<file path="config.mk">
export PLATFORM = sky130hd
export DESIGN_NAME = mem_lsu
export DESIGN_NICKNAME = d
export VERILOG_FILES = /design/src/rtl/mem_lsu.sv
export SDC_FILE = /design/constraint.sdc
export NUM_CORES = 1
export LEC_CHECK = 0
export ABC_AREA = 0
export BUFFER_PORTS_ARGS = -buffer_cell sky130_fd_sc_hd__buf_2
export CORE_UTILIZATION = 49
export CTS_CLUSTER_DIAMETER = 50
export CTS_CLUSTER_SIZE = 20
export DETAILED_ROUTE_END_ITERATION = 12
export GPL_TIMING_DRIVEN = 0
export PLACE_DENSITY = 0.8
export SKIP_CTS_REPAIR_TIMING = 1
export SLEW_MARGIN = 30
export SYNTH_ARGS = -nofsm -noshare
export SYNTH_HDL_FRONTEND = slang
export SYNTH_SLANG_ARGS = --single-unit
</file>
<file path="constraint.sdc">
create_clock -name i_clk -period 2.46 [get_ports i_clk]
set_clock_uncertainty 0.1 [all_clocks]
set_input_delay 0.615 -clock i_clk [delete_from_list [all_inputs] [get_ports i_clk]]
set_output_delay 0.615 -clock i_clk [all_outputs]
set_load 0.05 [all_outputs]
</file>
<file path="src/rtl/mem_lsu.sv">
// Memory-stage load/store unit: one outstanding req/ack bus access, store lane steering,
// load extension and exceptions. Optional bus timeout enabled by defining MEM_TIMEOUT_EN.
module mem_lsu #(
  parameter int unsigned ADDR_W         = 32,
  parameter int unsigned TIMEOUT_CYCLES = 16
) (
  input  logic              i_clk,
  input  logic              i_rst,
  input  logic [31:0]       i_alu_out_m,
  input  logic [31:0]       i_haz_b_m,
  input  logic [6:0]        i_opcode_m,
  input  logic [2:0]        i_f3_m,
  output logic              o_bus_req,
  output logic              o_bus_we,
  output logic [ADDR_W-1:0] o_bus_addr,
  output logic [31:0]       o_bus_wdata,
  output logic [3:0]        o_bus_be,
  input  logic              i_bus_ack,
  input  logic              i_bus_err,
  input  logic [31:0]       i_bus_rdata,
  output logic [31:0]       o_load_data_m,
  output logic              o_stall_m,
  output logic [3:0]        o_exception_code_m
);

  localparam logic [6:0] OpLoad  = 7'b0000011;
  localparam logic [6:0] OpStore = 7'b0100011;
  localparam logic [3:0] CodeNone = 4'b1111;

  typedef enum logic [1:0] {StIdle, StBusy, StDone} state_e;

  state_e            state_q, state_d;
  logic              we_q, we_d;
  logic [ADDR_W-1:0] addr_q, addr_d;
  logic [3:0]        be_q, be_d;
  logic [31:0]       wdata_q, wdata_d;
  logic [2:0]        f3_q, f3_d;
  logic [1:0]        off_q, off_d;
  logic              err_q, err_d;
  logic [31:0]       load_data_q, load_data_d;

  logic        is_load, is_store, mem_op, f3_legal, misaligned, access_ok;
  logic [3:0]  st_be;
  logic [31:0] st_wdata;

`ifdef MEM_TIMEOUT_EN
  localparam int unsigned CntW = $clog2(TIMEOUT_CYCLES + 1);
  logic [CntW-1:0] cnt_q, cnt_d;
`else
  logic unused_timeout_cfg;
  assign unused_timeout_cfg = ^TIMEOUT_CYCLES;
`endif

  function automatic logic [31:0] extract(input logic [31:0] w, input logic [2:0] f3,
                                          input logic [1:0] off);
    logic [7:0]  b;
    logic [15:0] h;
    logic [31:0] r;
    case (off)
      2'd0:    b = w[7:0];
      2'd1:    b = w[15:8];
      2'd2:    b = w[23:16];
      default: b = w[31:24];
    endcase
    h = off[1] ? w[31:16] : w[15:0];
    case (f3)
      3'b000:  r = {{24{b[7]}}, b};
      3'b100:  r = {24'b0, b};
      3'b001:  r = {{16{h[15]}}, h};
      3'b101:  r = {16'b0, h};
      default: r = w;
    endcase
    return r;
  endfunction

  // Decode of the EX/MEM instruction currently presented.
  always_comb begin
    is_load  = (i_opcode_m == OpLoad);
    is_store = (i_opcode_m == OpStore);
    mem_op   = is_load | is_store;
    f3_legal = 1'b0;
    if (is_load) begin
      f3_legal = (i_f3_m == 3'b000) || (i_f3_m == 3'b001) || (i_f3_m == 3'b010) ||
                 (i_f3_m == 3'b100) || (i_f3_m == 3'b101);
    end else if (is_store) begin
      f3_legal = !i_f3_m[2] && (i_f3_m[1:0] != 2'b11);
    end
    misaligned = ((i_f3_m[1:0] == 2'b01) && i_alu_out_m[0]) ||
                 ((i_f3_m[1:0] == 2'b10) && (i_alu_out_m[1:0] != 2'b00));
    access_ok  = mem_op && f3_legal && !misaligned;

    st_be    = 4'b0000;
    st_wdata = 32'b0;
    if (is_store) begin
      case (i_f3_m[1:0])
        2'b00: begin
          st_be    = 4'b0001 << i_alu_out_m[1:0];
          st_wdata = {4{i_haz_b_m[7:0]}};
        end
        2'b01: begin
          st_be    = i_alu_out_m[1] ? 4'b1100 : 4'b0011;
          st_wdata = {2{i_haz_b_m[15:0]}};
        end
        default: begin
          st_be    = 4'b1111;
          st_wdata = i_haz_b_m;
        end
      endcase
    end
  end

  always_comb begin
    state_d     = state_q;
    we_d        = we_q;
    addr_d      = addr_q;
    be_d        = be_q;
    wdata_d     = wdata_q;
    f3_d        = f3_q;
    off_d       = off_q;
    err_d       = err_q;
    load_data_d = load_data_q;
`ifdef MEM_TIMEOUT_EN
    cnt_d       = cnt_q;
`endif
    unique case (state_q)
      StIdle: begin
        if (access_ok) begin
          state_d = StBusy;
          we_d    = is_store;
          addr_d  = {i_alu_out_m[ADDR_W-1:2], 2'b00};
          be_d    = st_be;
          wdata_d = st_wdata;
          f3_d    = i_f3_m;
          off_d   = i_alu_out_m[1:0];
          err_d   = 1'b0;
`ifdef MEM_TIMEOUT_EN
          cnt_d   = '0;
`endif
        end
      end
      StBusy: begin
        if (i_bus_ack) begin
          state_d = StDone;
          err_d   = i_bus_err;
          if (!we_q) load_data_d = extract(i_bus_rdata, f3_q, off_q);
        end
`ifdef MEM_TIMEOUT_EN
        else if (cnt_q == CntW'(TIMEOUT_CYCLES - 1)) begin
          // Abandon the request and report it as an access fault.
          state_d = StDone;
          err_d   = 1'b1;
        end else begin
          cnt_d = cnt_q + 1'b1;
        end
`endif
      end
      StDone:  state_d = StIdle;
      default: state_d = StIdle;
    endcase
  end

  always_ff @(posedge i_clk) begin
    if (i_rst) begin
      state_q     <= StIdle;
      we_q        <= 1'b0;
      addr_q      <= '0;
      be_q        <= 4'b0;
      wdata_q     <= 32'b0;
      f3_q        <= 3'b0;
      off_q       <= 2'b0;
      err_q       <= 1'b0;
      load_data_q <= 32'b0;
`ifdef MEM_TIMEOUT_EN
      cnt_q       <= '0;
`endif
    end else begin
      state_q     <= state_d;
      we_q        <= we_d;
      addr_q      <= addr_d;
      be_q        <= be_d;
      wdata_q     <= wdata_d;
      f3_q        <= f3_d;
      off_q       <= off_d;
      err_q       <= err_d;
      load_data_q <= load_data_d;
`ifdef MEM_TIMEOUT_EN
      cnt_q       <= cnt_d;
`endif
    end
  end

  assign o_load_data_m = load_data_q;

  always_comb begin
    o_bus_req          = 1'b0;
    o_bus_we           = 1'b0;
    o_bus_addr         = '0;
    o_bus_wdata        = 32'b0;
    o_bus_be           = 4'b0;
    o_stall_m          = 1'b0;
    o_exception_code_m = CodeNone;
    unique case (state_q)
      StIdle: begin
        o_stall_m = access_ok;
        if (mem_op) begin
          if (!f3_legal)      o_exception_code_m = 4'd2;
          else if (misaligned) o_exception_code_m = is_load ? 4'd4 : 4'd6;
        end
      end
      StBusy: begin
        o_bus_req   = 1'b1;
        o_bus_we    = we_q;
        o_bus_addr  = addr_q;
        o_bus_wdata = wdata_q;
        o_bus_be    = be_q;
        o_stall_m   = 1'b1;
      end
      StDone: begin
        if (err_q) o_exception_code_m = we_q ? 4'd7 : 4'd5;
      end
      default: ;
    endcase
  end

endmodule

</file>
After elaboration in Yosys (flattened, before gate mapping)
Cells that the tools add are included.
Storage, ports and cells
  register bits: 107
  latch bits: 0
  RAM bits: 0
  ROM bits: 0
  bits of input ports: 110
  output and inout bits: 107
  word-level logic and storage cells: 82
  memories: 0
Cells by class
  add/subtract/negate cells: 0
  multipliers: 0
  div/mod/pow operators: 0
  magnitude comparators: 0
  equality and inequality tests: 18
  shifts and indexed selects: 1
  mux-type cells: 29
  bitwise gates (word level): 2
  reductions and logical operators: 23
Operators with widths (number)
  32-bit case mux with 4 select lines: 1
  32-bit 2-to-1 mux: 3
  32-bit case mux with 2 select lines: 1
  4-bit 2-to-1 mux: 7
  8-bit case mux with 3 select lines: 1
  16-bit 2-to-1 mux: 1
  4-bit case mux with 2 select lines: 2
  3-bit equality test (second input constant): 4
  2-bit 2-to-1 mux: 4
  7-bit by 2-bit equality test with 1-bit output (second input constant): 1
  7-bit by 6-bit equality test with 1-bit output (second input constant): 1
  2-bit by 1-bit equality test with 1-bit output (second input constant): 3
  2-bit equality test (second input constant): 3
  3-bit by 1-bit equality test with 1-bit output (second input constant): 2
  2-bit zero test: 3
  3-bit zero test: 2
  1-bit 2-to-1 mux: 6
  2-bit inequality test (second input constant): 3
  3-bit AND reduction: 2
  1-bit logical AND: 5
  1-bit logical OR: 5
  1-bit case mux with 2 select lines: 2
  2-bit case mux with 2 select lines: 1
  2-bit AND reduction: 2
  other kinds (6): 8

Depth between registers and ports, before layout
  depth in word-level cells: 10
  mapped depth: 7
  mapped depth without buffers: 4

Worst setup path before layout
No wires, ideal clock.
  kind: input to output
  start point: in i_f3_m[0]
  end point: out o_stall_m
  data arrival time: 1972 ps
  required time: 1745 ps
  setup slack: -227 ps
  stages: 5
  path buffers: 1
  cell sequence: buf_2 a221oi_2 or2_2 a21oi_1 nor2_1
On the way
  cells in the longest elaborated chain, start to end: 9
  elaborated cells between the ends (all ways): 22
  those cells by class: eq/ne: 7; mux: 3; reduce/logical: 12
RTL lines
  from (decl): line 12  | input logic [2:0] i_f3_m,
  3-bit by 1-bit equality test with 1-bit output / 3-bit zero test (equally long branches): line 83  | f3_legal = (i_f3_m == 3'b000) || (i_f3_m == 3'b001) || (i_f3_m == 3'b010) ||
  1-bit logical OR (3 in series): line 83
  1-bit logical OR: line 84  | (i_f3_m == 3'b100) || (i_f3_m == 3'b101);
  1-bit 2-to-1 mux: line 82  | if (is_load) begin
  1-bit logical AND: line 90  | access_ok = mem_op && f3_legal && !misaligned;
  1-bit logical AND (*): line 90
  1-bit case mux with 2 select lines (*): line 202  | unique case (state_q)
  to (decl): line 22  | output logic o_stall_m,
Every way passes the cells marked *; elsewhere a longest branch is shown, timed or not.

Final worst setup path
  start point: in i_opcode_m[3]
  end point: out o_exception_code_m[3]
On the way
  cells in the longest elaborated chain, start to end: 6
  elaborated cells between the ends (all ways): 8
  those cells by class: eq/ne: 2; mux: 5; bitwise: 1
RTL lines
  from (decl): line 11  | input logic [6:0] i_opcode_m,
  7-bit by 6-bit equality test with 1-bit output: line 79  | is_store = (i_opcode_m == OpStore);
  1-bit 2-to-1 mux: line 85  | end else if (is_store) begin
  1-bit 2-to-1 mux: line 82
  4-bit 2-to-1 mux: line 206  | if (!f3_legal) o_exception_code_m = 4'd2;
  4-bit 2-to-1 mux (*): line 205  | if (mem_op) begin
  4-bit case mux with 2 select lines (*): line 202
  to (decl): line 23  | output logic [3:0] o_exception_code_m
Marked as above.

==> impl_metrics.env <==
export IMPL_status="complete, but fails checks"
export IMPL_violations="negative setup slack"
export IMPL_initial_utilization_pct=50.54
export IMPL_syn2layout_area_growth_pct=31.40
export IMPL_critPathKind="in -> out"
export IMPL_final_cells=1025
export IMPL_grt_pass1_wl_um=25370
export IMPL_synthArstFlopShare_pct=0
export IMPL_yosysMostFrequentCell="dfxtp_1"
export IMPL_nNetsFinal=990
export IMPL_io_pins=217
export IMPL_cts_sinks=107
export IMPL_maxSlewViolCount=0
export IMPL_wire_per_inst_um=16.02
export IMPL_period_needed_ns=2.635
export IMPL_syn_area_per_cell_um2=8.437
export IMPL_io_buffers=211
export IMPL_hpwl_um=12520
export IMPL_ys_warn_count=0
export IMPL_path_cells="buf_6, and4bb_2, and2_4, or3b_1, a21o_4, buf_6"
export IMPL_ctsLongestPathBuffers=2
export IMPL_fin_crit_sh_pct=107.1
export IMPL_synth_top_area_share_pct=38.76
export IMPL_firstDrtPassIters=5
export IMPL_cellLeakagePower_nw=3.154
export IMPL_grt_pass1_vias=5213
export IMPL_synth_distinct_cells=44
export IMPL_cp_data_arrival_time_ns=1.92
export IMPL_crit_top_cell="buf_6"
export IMPL_synth_cells=655
export IMPL_clk_pin_slew_ns=0.07
export IMPL_fp_dieH_um=108.2
export IMPL_crit_buf_inv=2
export IMPL_ir_drop_mv=0.3250
export IMPL_start_kind="input port"
export IMPL_cts_max_level=3
export IMPL_row_count=38
export IMPL_root_buffer="clkbuf_16"
export IMPL_n_antenna_cell=0
export IMPL_fp_coreArea_um2=10940
export IMPL_grtUsageTotal_pct=27.72
export IMPL_gp_congestion=0.9107
export IMPL_maxCapViolations=0
export IMPL_dp_cells=1007
export IMPL_relSlewSlack_pct=50.69
export IMPL_fmax_mhz=379.5
export IMPL_worst_pin_slew_ns=0.7397
export IMPL_die_w_um=108.2
export IMPL_grt_max_degree=17
export IMPL_drtIter0Drc=281
export IMPL_drc=0
export IMPL_power_density_nw_per_um2=487.6
export IMPL_synth_commonest_cells="dfxtp_1 (107), nand2_1 (104), and2_1 (72), a21oi_1 (57), nand3b_1 (47)"
export IMPL_die_area_um2=11710
export IMPL_overflow=0
export IMPL_setup_slack_ns=-0.1753
export IMPL_grt_antenna_before_repair=0
export IMPL_critPathTopFamily="simple AND/OR/NAND/NOR gates"
export IMPL_hold_viol_final=0
export IMPL_yosys_register_bits=107
export IMPL_hold_class="reg -> reg"
export IMPL_cp_end_kind="primary output"
export IMPL_rsz0062_at_grt="yes"
export IMPL_synth_edf_count=0
export IMPL_numCtsBuffers=9
export IMPL_synth_top_cells_by_area="dfxtp_1 (39%), and2_1 (8.2%), nand2_1 (7.1%), nand3b_1 (6.4%), mux2i_1 (6.0%)"
export IMPL_yosys_area_top_type="dfxtp_1"
export IMPL_cts_tree="built"
export IMPL_synth_seq_area_share_pct=38.76
export IMPL_fillerInstances=958
export IMPL_crit_path_max_incr_delay_ns=0.36
export IMPL_routed_wl_um=16420
export IMPL_cp_slowest_cell="or3b_1"
export IMPL_setup_violations=3
export IMPL_clock_latency_ns=0.34
export IMPL_drive_gt1_share_pct=35.37
export IMPL_fin_setup_tns_ns=-0.3281
export IMPL_viasPerCell=5.467
export IMPL_synth_flop_cell="dfxtp_1"
export IMPL_synth_area_um2=5527
export IMPL_worstPathMaxFanout=3
export IMPL_num_vias=5604
export IMPL_drtAntennaViolNets=0
export IMPL_cp_required_ns=1.75
worst paths after layout:
kind	end	startpoint	cells past startpoint	slack, ns
min reg2reg	addr_q[14]	addr_q[14]	2	0.35
max	o_exception_code_m[3]	i_opcode_m[3]	6	-0.18
min	addr_q[14]	addr_q[14]	2	0.35
max reg2reg	o_load_data_m[22]	off_q[1]	6	0.44
worst reg2reg max path, cell delays in order, from the launching register on:
cell and delay (ns):
dfxtp_1 0.30, buf_2 0.24, mux2i_1 0.33, mux2i_1 0.14, a21oi_2 0.38, buf_2 0.30, a211oi_1 0.10
metal layers:
metal  wire (um)  up-vias  GRT usage, %
li1            -     2722             -
met1        6986     2600         34.77
met2        7840      249         46.22
met3        1228       33         5.787
met4         368        0         11.06
met5           0        -             0
registers in the layout (all words and copies together), names as in the netlist:
| register | cells |
|---|---|
| state_q | 2 |
| err_q | 1 |
| off_q | 2 |
| we_q | 1 |
| addr_q | 30 |
| wdata_q | 32 |
| f3_q | 3 |
| be_q | 4 |
| o_load_data_m | 32 |
cells in the final DEF, fill, tap and decap left out, types with 2 or more instances in the layout:
cell type / instances
a211oi_1: 32
o31ai_2: 21
clkbuf_2: 4
buf_2: 197
clkbuf_1: 26
buf_8: 2
nand3_1: 10
a2bb2oi_1: 6
nand3b_1: 47
clkbuf_16: 9
nor2_1: 41
clkbuf_8: 2
nor4bb_1: 3
nand2b_1: 6
nor2_2: 3
conb_1: 2
a21oi_1: 57
inv_1: 2
o31ai_1: 7
clkbuf_4: 30
mux2_2: 9
mux2i_1: 33
or2_2: 2
o21ai_0: 9
buf_6: 8
and2_1: 71
buf_4: 10
dfxtp_1: 106
nand2_1: 103
final cells by class:
class                   instances  area (um2)  area share (%)
inverters                       2       7.507          0.1034
clock inverters                 3       46.29          0.6375
flip-flops and latches        107        2143           29.51
multi-input cells             485        3113           42.87
repair buffers                213        1192           16.42
plain buffers                  62       324.1           4.462
clock buffers                  13       260.3           3.584
well taps                     140       175.2           2.412
logic make-up (layout without fill, tap and decap cells):
logic type	count (synthesis)	in the layout	share of synthesized area, %
AOI/OAI and AO/OA	143	143	19.04
buffers and inverters	64	293	5.524
DFF	107	107	38.76
muxes	42	42	7.811
other	1	2	0.06785
and+or+nand+nor	298	298	28.80
through the flow:
step	power [mW]	util, %	cell area [um2]	hold slack, ns	setup WS (ns)
global placement	2.077	62.06	6787	0.3375	-0.2980
floorplan	1.926	-	5555	0.3317	0.01181
finish	3.541	66.41	7262	0.3489	-0.1753
detailed placement	2.078	62.06	6787	0.3418	-0.3023
global route	3.650	66.41	7262	0.3704	-0.2031
CTS	3.538	64.86	7093	0.3519	-0.3123
power by group:
part	total (mW)	switching (mW)	internal [mW]
clock	1.49	0.642	0.849
combinational	0.315	0.176	0.139
sequential	1.74	0.00164	1.73
(Power assumes the default switching activity.)
